**src/rtl/ram_port_arbiter.sv**
```systemverilog
// Two-client arbiter in front of a dual-port RAM: independent round-robin on the
// write and read ports, read-data return routing, and same-address bypass.
module ram_port_arbiter #(
  parameter int DEPTH  = 16,
  parameter int DWIDTH = 8,
  parameter int AWIDTH = $clog2(DEPTH)
) (
  input  logic              clk,
  input  logic              rst,
  input  logic              c0_req,
  input  logic              c0_we,
  input  logic [AWIDTH-1:0] c0_addr,
  input  logic [DWIDTH-1:0] c0_wdata,
  output logic              c0_gnt,
  output logic              c0_rvalid,
  output logic [DWIDTH-1:0] c0_rdata,
  input  logic              c1_req,
  input  logic              c1_we,
  input  logic [AWIDTH-1:0] c1_addr,
  input  logic [DWIDTH-1:0] c1_wdata,
  output logic              c1_gnt,
  output logic              c1_rvalid,
  output logic [DWIDTH-1:0] c1_rdata,
  output logic              wr_enbl,
  output logic [AWIDTH-1:0] wr_addr,
  output logic [DWIDTH-1:0] wr_data,
  output logic              rd_enbl,
  output logic [AWIDTH-1:0] rd_addr,
  input  logic [DWIDTH-1:0] rd_data
);

  // Handshake: a client transfers at a posedge where req & gnt; it holds
  // we/addr/wdata stable while req is high and gnt is low.

  logic              wr_pri, rd_pri;
  logic [1:0]        wr_cand, rd_cand;
  logic              wr_win, rd_win;
  logic              tag0_v, tag0_id;
  logic              tag1_v, tag1_id, byp1;
  logic [DWIDTH-1:0] byp_data;
  logic [DWIDTH-1:0] ret_data;

  // Candidates are masked during reset so every output reads 0 then.
  always_comb begin
    wr_cand = {c1_req & c1_we, c0_req & c0_we} & {2{~rst}};
    rd_cand = {c1_req & ~c1_we, c0_req & ~c0_we} & {2{~rst}};
    wr_win  = (wr_cand == 2'b11) ? wr_pri : wr_cand[1];
    rd_win  = (rd_cand == 2'b11) ? rd_pri : rd_cand[1];
    c0_gnt  = (wr_cand[0] & ~wr_win) | (rd_cand[0] & ~rd_win);
    c1_gnt  = (wr_cand[1] & wr_win) | (rd_cand[1] & rd_win);
  end

  // Priority moves to the loser only after a contested grant.
  always_ff @(posedge clk or posedge rst) begin
    if (rst) begin
      wr_pri <= 1'b0;
      rd_pri <= 1'b0;
    end else begin
      if (wr_cand == 2'b11) wr_pri <= ~wr_win;
      if (rd_cand == 2'b11) rd_pri <= ~rd_win;
    end
  end

  always_ff @(posedge clk or posedge rst) begin
    if (rst) begin
      wr_enbl <= 1'b0;
      wr_addr <= '0;
      wr_data <= '0;
      rd_enbl <= 1'b0;
      rd_addr <= '0;
    end else begin
      wr_enbl <= |wr_cand;
      rd_enbl <= |rd_cand;
      if (|wr_cand) begin
        wr_addr <= wr_win ? c1_addr : c0_addr;
        wr_data <= wr_win ? c1_wdata : c0_wdata;
      end
      if (|rd_cand) rd_addr <= rd_win ? c1_addr : c0_addr;
    end
  end

  // Stage 0 lines up with rd_enbl, stage 1 with rd_data; the bypass decision
  // is taken from the registered commands as the tag enters stage 1.
  always_ff @(posedge clk or posedge rst) begin
    if (rst) begin
      tag0_v   <= 1'b0;
      tag0_id  <= 1'b0;
      tag1_v   <= 1'b0;
      tag1_id  <= 1'b0;
      byp1     <= 1'b0;
      byp_data <= '0;
    end else begin
      tag0_v   <= |rd_cand;
      tag0_id  <= rd_win;
      tag1_v   <= tag0_v;
      tag1_id  <= tag0_id;
      byp1     <= rd_enbl & wr_enbl & (rd_addr == wr_addr);
      byp_data <= wr_data;
    end
  end

  assign ret_data = byp1 ? byp_data : rd_data;

  always_ff @(posedge clk or posedge rst) begin
    if (rst) begin
      c0_rvalid <= 1'b0;
      c1_rvalid <= 1'b0;
      c0_rdata  <= '0;
      c1_rdata  <= '0;
    end else begin
      c0_rvalid <= tag1_v & ~tag1_id;
      c1_rvalid <= tag1_v & tag1_id;
      if (tag1_v & ~tag1_id) c0_rdata <= ret_data;
      if (tag1_v & tag1_id)  c1_rdata <= ret_data;
    end
  end

endmodule

```
**config.mk**
```make
export PLATFORM = sky130hd
export DESIGN_NAME = ram_port_arbiter
export DESIGN_NICKNAME = d
export VERILOG_FILES = /design/src/rtl/ram_port_arbiter.sv
export SDC_FILE = /design/constraint.sdc
export NUM_CORES = 1
export LEC_CHECK = 0
export ABC_CLOCK_PERIOD_IN_PS = 2550
export CORE_MARGIN = 2
export CORE_UTILIZATION = 43
export CTS_CLUSTER_DIAMETER = 40
export DETAILED_ROUTE_END_ITERATION = 12
export PLACE_DENSITY = 0.77
export RECOVER_POWER = 25
export SKIP_LAST_GASP = 1
export SYNTH_ARGS = -nofsm -noshare
export SYNTH_HDL_FRONTEND = slang
export SYNTH_SLANG_ARGS = --single-unit
```
**constraint.sdc**
```tcl
create_clock -name clk -period 2.55 [get_ports clk]
set_input_delay 0.51 -clock clk [delete_from_list [all_inputs] [get_ports clk]]
set_output_delay 0.51 -clock clk [all_outputs]
set_load 0.03 [all_outputs]
```
==> impl_results.md, run 1 <==
* Mean Syn Cell Area at between 10 and 15 sq um
* Inserted Clock Buffers at 5
* Most frequent cell after synthesis: dfrtp_1
* FF-to-FF path depth at 5
* CP arrival at between 1500 and 2000 ps
* Final #Nets at around 310
* CP max FO at 3
* Synthesis-to-layout area growth at 47.1%
* Total grt overflow at 0
* Post-DP Area at around 2900 sq um
* Outcome: complete, no violations
* Synth area leader: dfrtp_1
* Seq pwr share at between 40% and 50%
* Total GRT Usage at 18.5%
* Layout cell share with drive strength beyond 1 at 8.70%
* Drt via density at ~5.1
* Vert. Die Dim at ~72 microns
* Pwr/cell area at around 740 nW/um^2
* Setup Buffers After CTS at 0
* CP Capture Type: primary output
* Max cap viols at 0
* Ys flop type: dfrtp_1
* Root buf cell: clkbuf_8
* Final WL at around 4600 microns
* M2 GR Usage at between 30% and 40%
* First-pass GRT wire length at 7440 microns
* Remaining antenna violation count after routing at 0
* DR iter-0 viols at approximately 130
* Worst Setup Start Kind: input pin
* Post-Synth Adder-Cell Area at 0%
* Worst IR Drop VDD at roughly 0.00045 V
* Initial antenna violation count at 0
* Core area at roughly 4400 sq um
* Vias in the first global route at about 1.6k
* Clock power frac at between 20% and 30%
* Hold Path Depth at 0
* Routed vias at 1668
* Worst slew margin at between 10% and 20%
* # DRC at 0
* Reg clk slew, reported paths at about 90 ps
* Yosys warning total at 0
* CTS max path bufs at 2
* Setup Crit Path Kind: input pin to primary output
* Hold Violations, Final at 0
* Rows at 24
* Period utilization at a little over nine tenths
* Top cells by count, synth: dfrtp_1, nand2_1, a21oi_1, nor2_1
* Die ar. at between 5000 and 6000 sq um
* Simple-gate share of the synthesized area at 16.2%
* Mapped cell area at just over 2000 sq um
* Internal power at approximately 1500 uW
* Finished Cell Area at about 3000 sq um
* Met1 GRT Util at 24.0%
* Largest family of logic cells by synthesized area: simple AND/OR/NAND/NOR gates
* Worst setup margin at ~65 ps
* WL/cell at ~14 microns
* Post-DP HPWL at roughly 3400 microns
* Crit path time final at around 2500 ps
* IO buf count at 75
* Sw Pwr at 727 uW
* IO Count at 76
* DIE WIDTH at 72.4 microns
* Comb pwr share at around 32%
* Top Usage Layer GRT: met2
* Number of antenna diodes at 0
* Async SR Flop Fraction at 100%
* CTS sink count at 50
* #FFs+latches synth at 50
* Fmax at a little over 400 MHz
* Synth top area cells: dfrtp_1, a21oi_1, nand2_1
* Multiplexer area fraction after synthesis at roughly 4.0%
* Sw Share at about a third
* Starting Density at roughly 45%
* Largest net degree at the start of global routing at 51
* Clock skew at around 7.5 ps
* Clock Latency Late Sink at approximately 300 ps
* Compound-Gate Fraction of Synth Area at roughly an eighth
* Routability cong. at between 0.7 and 0.8
* Hold_buf cts at 0
* Yosys top cell area share at between 60% and 70%
* Count of cell types in the netlist at 29
* P_leak at between 0.001 and 0.0015 uW
* Synth Area in XOR/XNOR at 2.61%
* H-tree levels at 2
* Final setup vio count at 0
* Hold_ws at between 300 and 400 ps
* Post-synth EDFFs at 0
* Worst path required time at ~2000 ps
* TritonCTS clock tree: built
* M3 GR Usage at roughly 6.3%
* DP Worst Slack at -273 ps
* Cells after synthesis at approximately 190
* Final Max Slew Viols at 0
* Setup total negative slack at 0 ps
* RSZ-0062 raised after global routing: no
* Slew @ Worst Pin at between 1000 and 1500 ps
* Synthesized Nets at 230
* Detailed Routing Iterations Pass 1 at 4
* Hold WC Path Type: flip-flop to flip-flop
* Seq/Total Area, Yosys at between 60% and 70%
## cell type report
| type | count | area [sq um] |
|---|---|---|
| clock inverters | 2 | 12.5 |
| multi-input cells | 128 | 694 |
| flip-flops and latches | 50 | 1250 |
| well taps | 52 | 65.1 |
| inverters | 4 | 23.8 |
| clock buffers | 6 | 82.6 |
| fillers | 374 | 1490 |
| repair buffers | 86 | 828 |
## kinds of logic after synthesis
group,after synthesis
AO/OA/AOI/OAI,42
XOR/XNOR,6
buffers and inverters,14
flip-flops,50
multiplexers,8
AND/OR/NAND/NOR,72
## metal layers
| metal | wire (microns) | share of wire [%] |
|---|---|---|
| met3 | 412 | 9.0 |
| met1 | 2000 | 44 |
| met2 | 2140 | 47 |
| met5 | 0 | 0 |
| met4 | 37 | 0.81 |
## worst max-delay path, stage by stage
cell and delay (ps):
clkdlybuf4s50_1 430, nand2b_4 150, or3_1 360, o2111a_1 250
clkdlybuf4s15_2 280
## sequential cells by signal, summed over array words and instances, names as in the netlist, 4 cells and up
signal	count
c0_rdata	8
wr_addr	4
rd_addr	4
c1_rdata	8
byp_data	8
wr_data	8
## power groups by stage
stage / Sequential [uW] / Combinational [uW] / Clock, uW
2_1_floorplan: 1230 / 177 / 0
3_3_place_gp: 1040 / 698 / 0
3_5_place_dp: 1040 / 709 / 0
4_1_cts: 1030 / 711 / 482
5_1_grt: 1050 / 752 / 513
6_report: 1030 / 704 / 465
## worst paths after layout
| path | start | to | slack [ps] |
|---|---|---|---|
| min in group asynchronous | rst | wr_data[4] | 1170 |
| max in group asynchronous | rst | byp_data[4] | 660 |
| min reg2reg | tag0_id | tag1_id | 360 |
| max | rst | c0_gnt | 70 |
| min | tag0_id | tag1_id | 360 |
| max reg2reg | wr_pri | wr_addr[3] | 1200 |
## through the flow
stage          util, %  instances  power, uW
3_3_place_gp      64.5        320       1740
6_report          66.6        328       2200
4_1_cts           66.6        328       2220
5_1_grt           66.6        328       2310
3_5_place_dp      64.5        320       1750
2_1_floorplan        -        192       1410
## timing repair
item,in CTS,in global routing
resized for setup,3,1
endpoints found under the setup margin,1,1
pin swaps,0,0
## placed cells by master, fill, tap and decap left out, types with 3 or more instances in the layout
cell             netlist  final
a22oi_1                4      4
nor2_1                19     19
a31oi_1                3      3
clkdlybuf4s50_1        0     72
buf_4                  0     10
nand2_1               31     31
dfrtp_1               50     50
xor2_1                 4      4
mux2i_1                8      8
a21oi_1               24     24
nand3_1                8      8
clkbuf_8               0      6
o21ai_0                8      8
nand2b_1               4      4
Power figures use the tool's default switching activity.
==> inputs of run 2 (changes only) <==
ABC_CLOCK_PERIOD_IN_PS = 2000   (was 2550)
CORE_UTILIZATION = 39   (was 43)
PLACE_DENSITY = 0.74   (was 0.77)
SLEW_MARGIN = 20   (was default)
clock period = 2 ns   (was 2.55 ns; I/O delays follow)
==> run 2 against run 1 <==
Against the previous run:
- non-clock buffer count up 2
- routed wire length down 1.6%
- critical path type unchanged
- combinational power up 30%
- sequential share of layout area down 1.1 points
- hold slack worse by 4.5 ps
- register-to-register slack worse by 560 ps
- setup slack worse by 4.2 ps
==> impl_results.md, run 2 (synthesized netlist as in run 1, its figures left out) <==
* Worst setup margin at 61.2 ps (-4.21 ps)
* Worst slew margin at 18.9% (about the same)
* Worst IR Drop VDD at 0.000572 V (+28%)
* Remaining antenna violation count after routing at 0 (unchanged)
* Final setup vio count at 0 (unchanged)
* Setup Buffers After CTS at 0 (unchanged)
* Die ar. at 5750 sq um (+9.7%)
* Slew @ Worst Pin at 1220 ps (+0.0957 ps)
* CP max FO at 3 (unchanged)
* Total GRT Usage at 17.0% (-1.5 points)
* Worst path slowest cell: or3_4
* Clock skew at 7.13 ps (-0.351 ps)
* DP Worst Slack at -582 ps (-309 ps)
* Power Total at 2910 uW (+32%)
* Vias in the first global route at 1606 (-2.4%)
* RSZ-0062 raised after global routing: no
* Commonest non-fill, non-tap cell in the layout: clkdlybuf4s50_1
* Number of antenna diodes at 0 (unchanged)
* Setup Crit Path Kind: input pin to primary output
* Reg clk slew, reported paths at 90 ps (about the same)
* WL/cell at 13.0 microns (-7.2%)
* Outcome: complete, no violations
* FILL cells at 432 (+16%)
* CTS sink count at 50 (unchanged)
* IO Count at 76 (unchanged)
* Initial antenna violation count at 0 (unchanged)
* Crit-path cells: dlygate4sd2_1, nand2b_4, or3_4, o2111a_1, buf_6
* First-pass GRT wire length at 7230 microns (-2.8%)
* Starting Density at 39.9% (-5.4 points)
* Core area at 5040 sq um (+13%)
* Total grt overflow at 0 (unchanged)
* Layout cell share with drive strength beyond 1 at 9.35% (+0.66 points)
* Hold Violations, Final at 0 (unchanged)
* Clock Latency Late Sink at 300 ps (about the same)
* Max cap viols at 0 (unchanged)
* Buffers plus inverters on the worst setup path at 2 (unchanged)
* Fmax at 516 MHz
* Register Area at 1250 sq um (unchanged)
* CP Capture Type: primary output
* H-tree levels at 2 (unchanged)
* Pwr/cell area at 959 nW/um^2 (+29%)
* # DRC at 0 (unchanged)
* Root buf cell: clkbuf_8
* Vert. Die Dim at 75.8 microns (+4.7%)
* Post-DP HPWL at 3280 microns (-2.5%)
* Finished Layout Cells at 348 (+6.1%)
* Commonest non-fill, non-tap cells in the layout: clkdlybuf4s50_1, dfrtp_1, nand2_1, a21oi_1, nor2_1
* Rows at 26 (+8.3%)
* CP delay by family, top: simple AND/OR/NAND/NOR gates
* Largest net degree at the start of global routing at 51 (unchanged)
* DIE WIDTH at 75.8 microns (+4.7%)
* IO buf count at 75 (unchanged)
* Multi-input logic area at 699 sq um (+0.72%)
* Worst Setup Start Kind: input pin
* Placed Instances at 340 (+6.3%)
* P_leak at 0.00132 uW (+2.2%)
* TritonCTS clock tree: built
* CTS max path bufs at 2 (unchanged)
* Worst path required time at 1600 ps (-440 ps)
* CP peak stage delay at 370 ps (-60 ps)
* M3 GR Usage at 7.41% (+1.2 points)
* Inserted Clock Buffers at 5 (unchanged)
* Final WL at 4510 microns (-1.6%)
* Final Max Slew Viols at 0 (unchanged)
* Met1 GRT Util at 20.9% (-3.1 points)
* M2 GR Usage at 26.4% (-3.7 points)
* Final #Nets at 315 (+0.64%)
* Synthesis-to-layout area growth at 50.9%
* Detailed Routing Iterations Pass 1 at 6 (+2)
* Hold WC Path Type: flip-flop to flip-flop
* Routability cong. at 0.795 (+2.6%)
* DR iter-0 viols at 91 (-31%)
* Period utilization at around 97%
* CP arrival at 1540 ps (-430 ps)
* Top Usage Layer GRT: met2
* Drt via density at 4.83 (-5.0%)
* Routed vias at 1682 (+0.84%)
* Crit path time final at 1940 ps
* Fin util at 60.2% (-6.4 points)
## run 2: metal layers
metal	part of all wire, %	vias to the layer above
met3	10	10
met1	41	793
met5	0	-
li1	-	818
met2	47	61
met4	1.7	0
## run 2: worst paths after layout
kind                               from     endpoint  slack, ps  cells after the start
worst max-delay path                rst       c0_gnt         60                      5
worst min-delay path            tag0_id      tag1_id        360                      0
worst max register to register   wr_pri   wr_addr[3]        640                      5
worst min register to register  tag0_id      tag1_id        360                      0
max in group asynchronous           rst  c1_rdata[7]        410                      4
min in group asynchronous           rst  byp_data[6]        860                      4
## run 2: area by class of cell
| cell class | instances | share of cell area [%] |
|---|---|---|
| Sequential cell | 50 | 41.2 |
| Multi-Input combinational cell | 128 | 23.1 |
| Inverter | 4 | 0.784 |
| Tap cell | 70 | 2.89 |
| Clock inverter | 3 | 1.32 |
| Clock buffer | 5 | 2.27 |
| Timing Repair Buffer | 88 | 28.5 |
## run 2: timing repair
action                                  CTS  global route
pin swaps                                 1             1
resized for setup                        15             0
endpoints found under the setup margin    2             1
hold buffers                              0             0
cloned                                    0             0
## run 2: worst register-to-register path, delay by kind of cell, from the launching register on
kind | cells | cell delay, ps
flops | 1 | 390
buf+inv | 1 | 190
simple gates | 3 | 470
compound gates | 1 | 200
## run 2: where the power goes
part	switching (uW)	internal, uW	leakage (uW)	total [uW]
Combinational	498	415	0.000678	913
Sequential	111	1190	0.000582	1300
Clock	327	368	0.0000579	695
## run 2: metrics by stage
step	cell area, sq um	setup TNS [ps]	hold slack [ps]
after floorplan	2010	0	331
after global placement	2930	-723	332
after detailed placement	2930	-741	336
after CTS	3040	0	357
after global routing	3030	0	367
final	3030	0	358
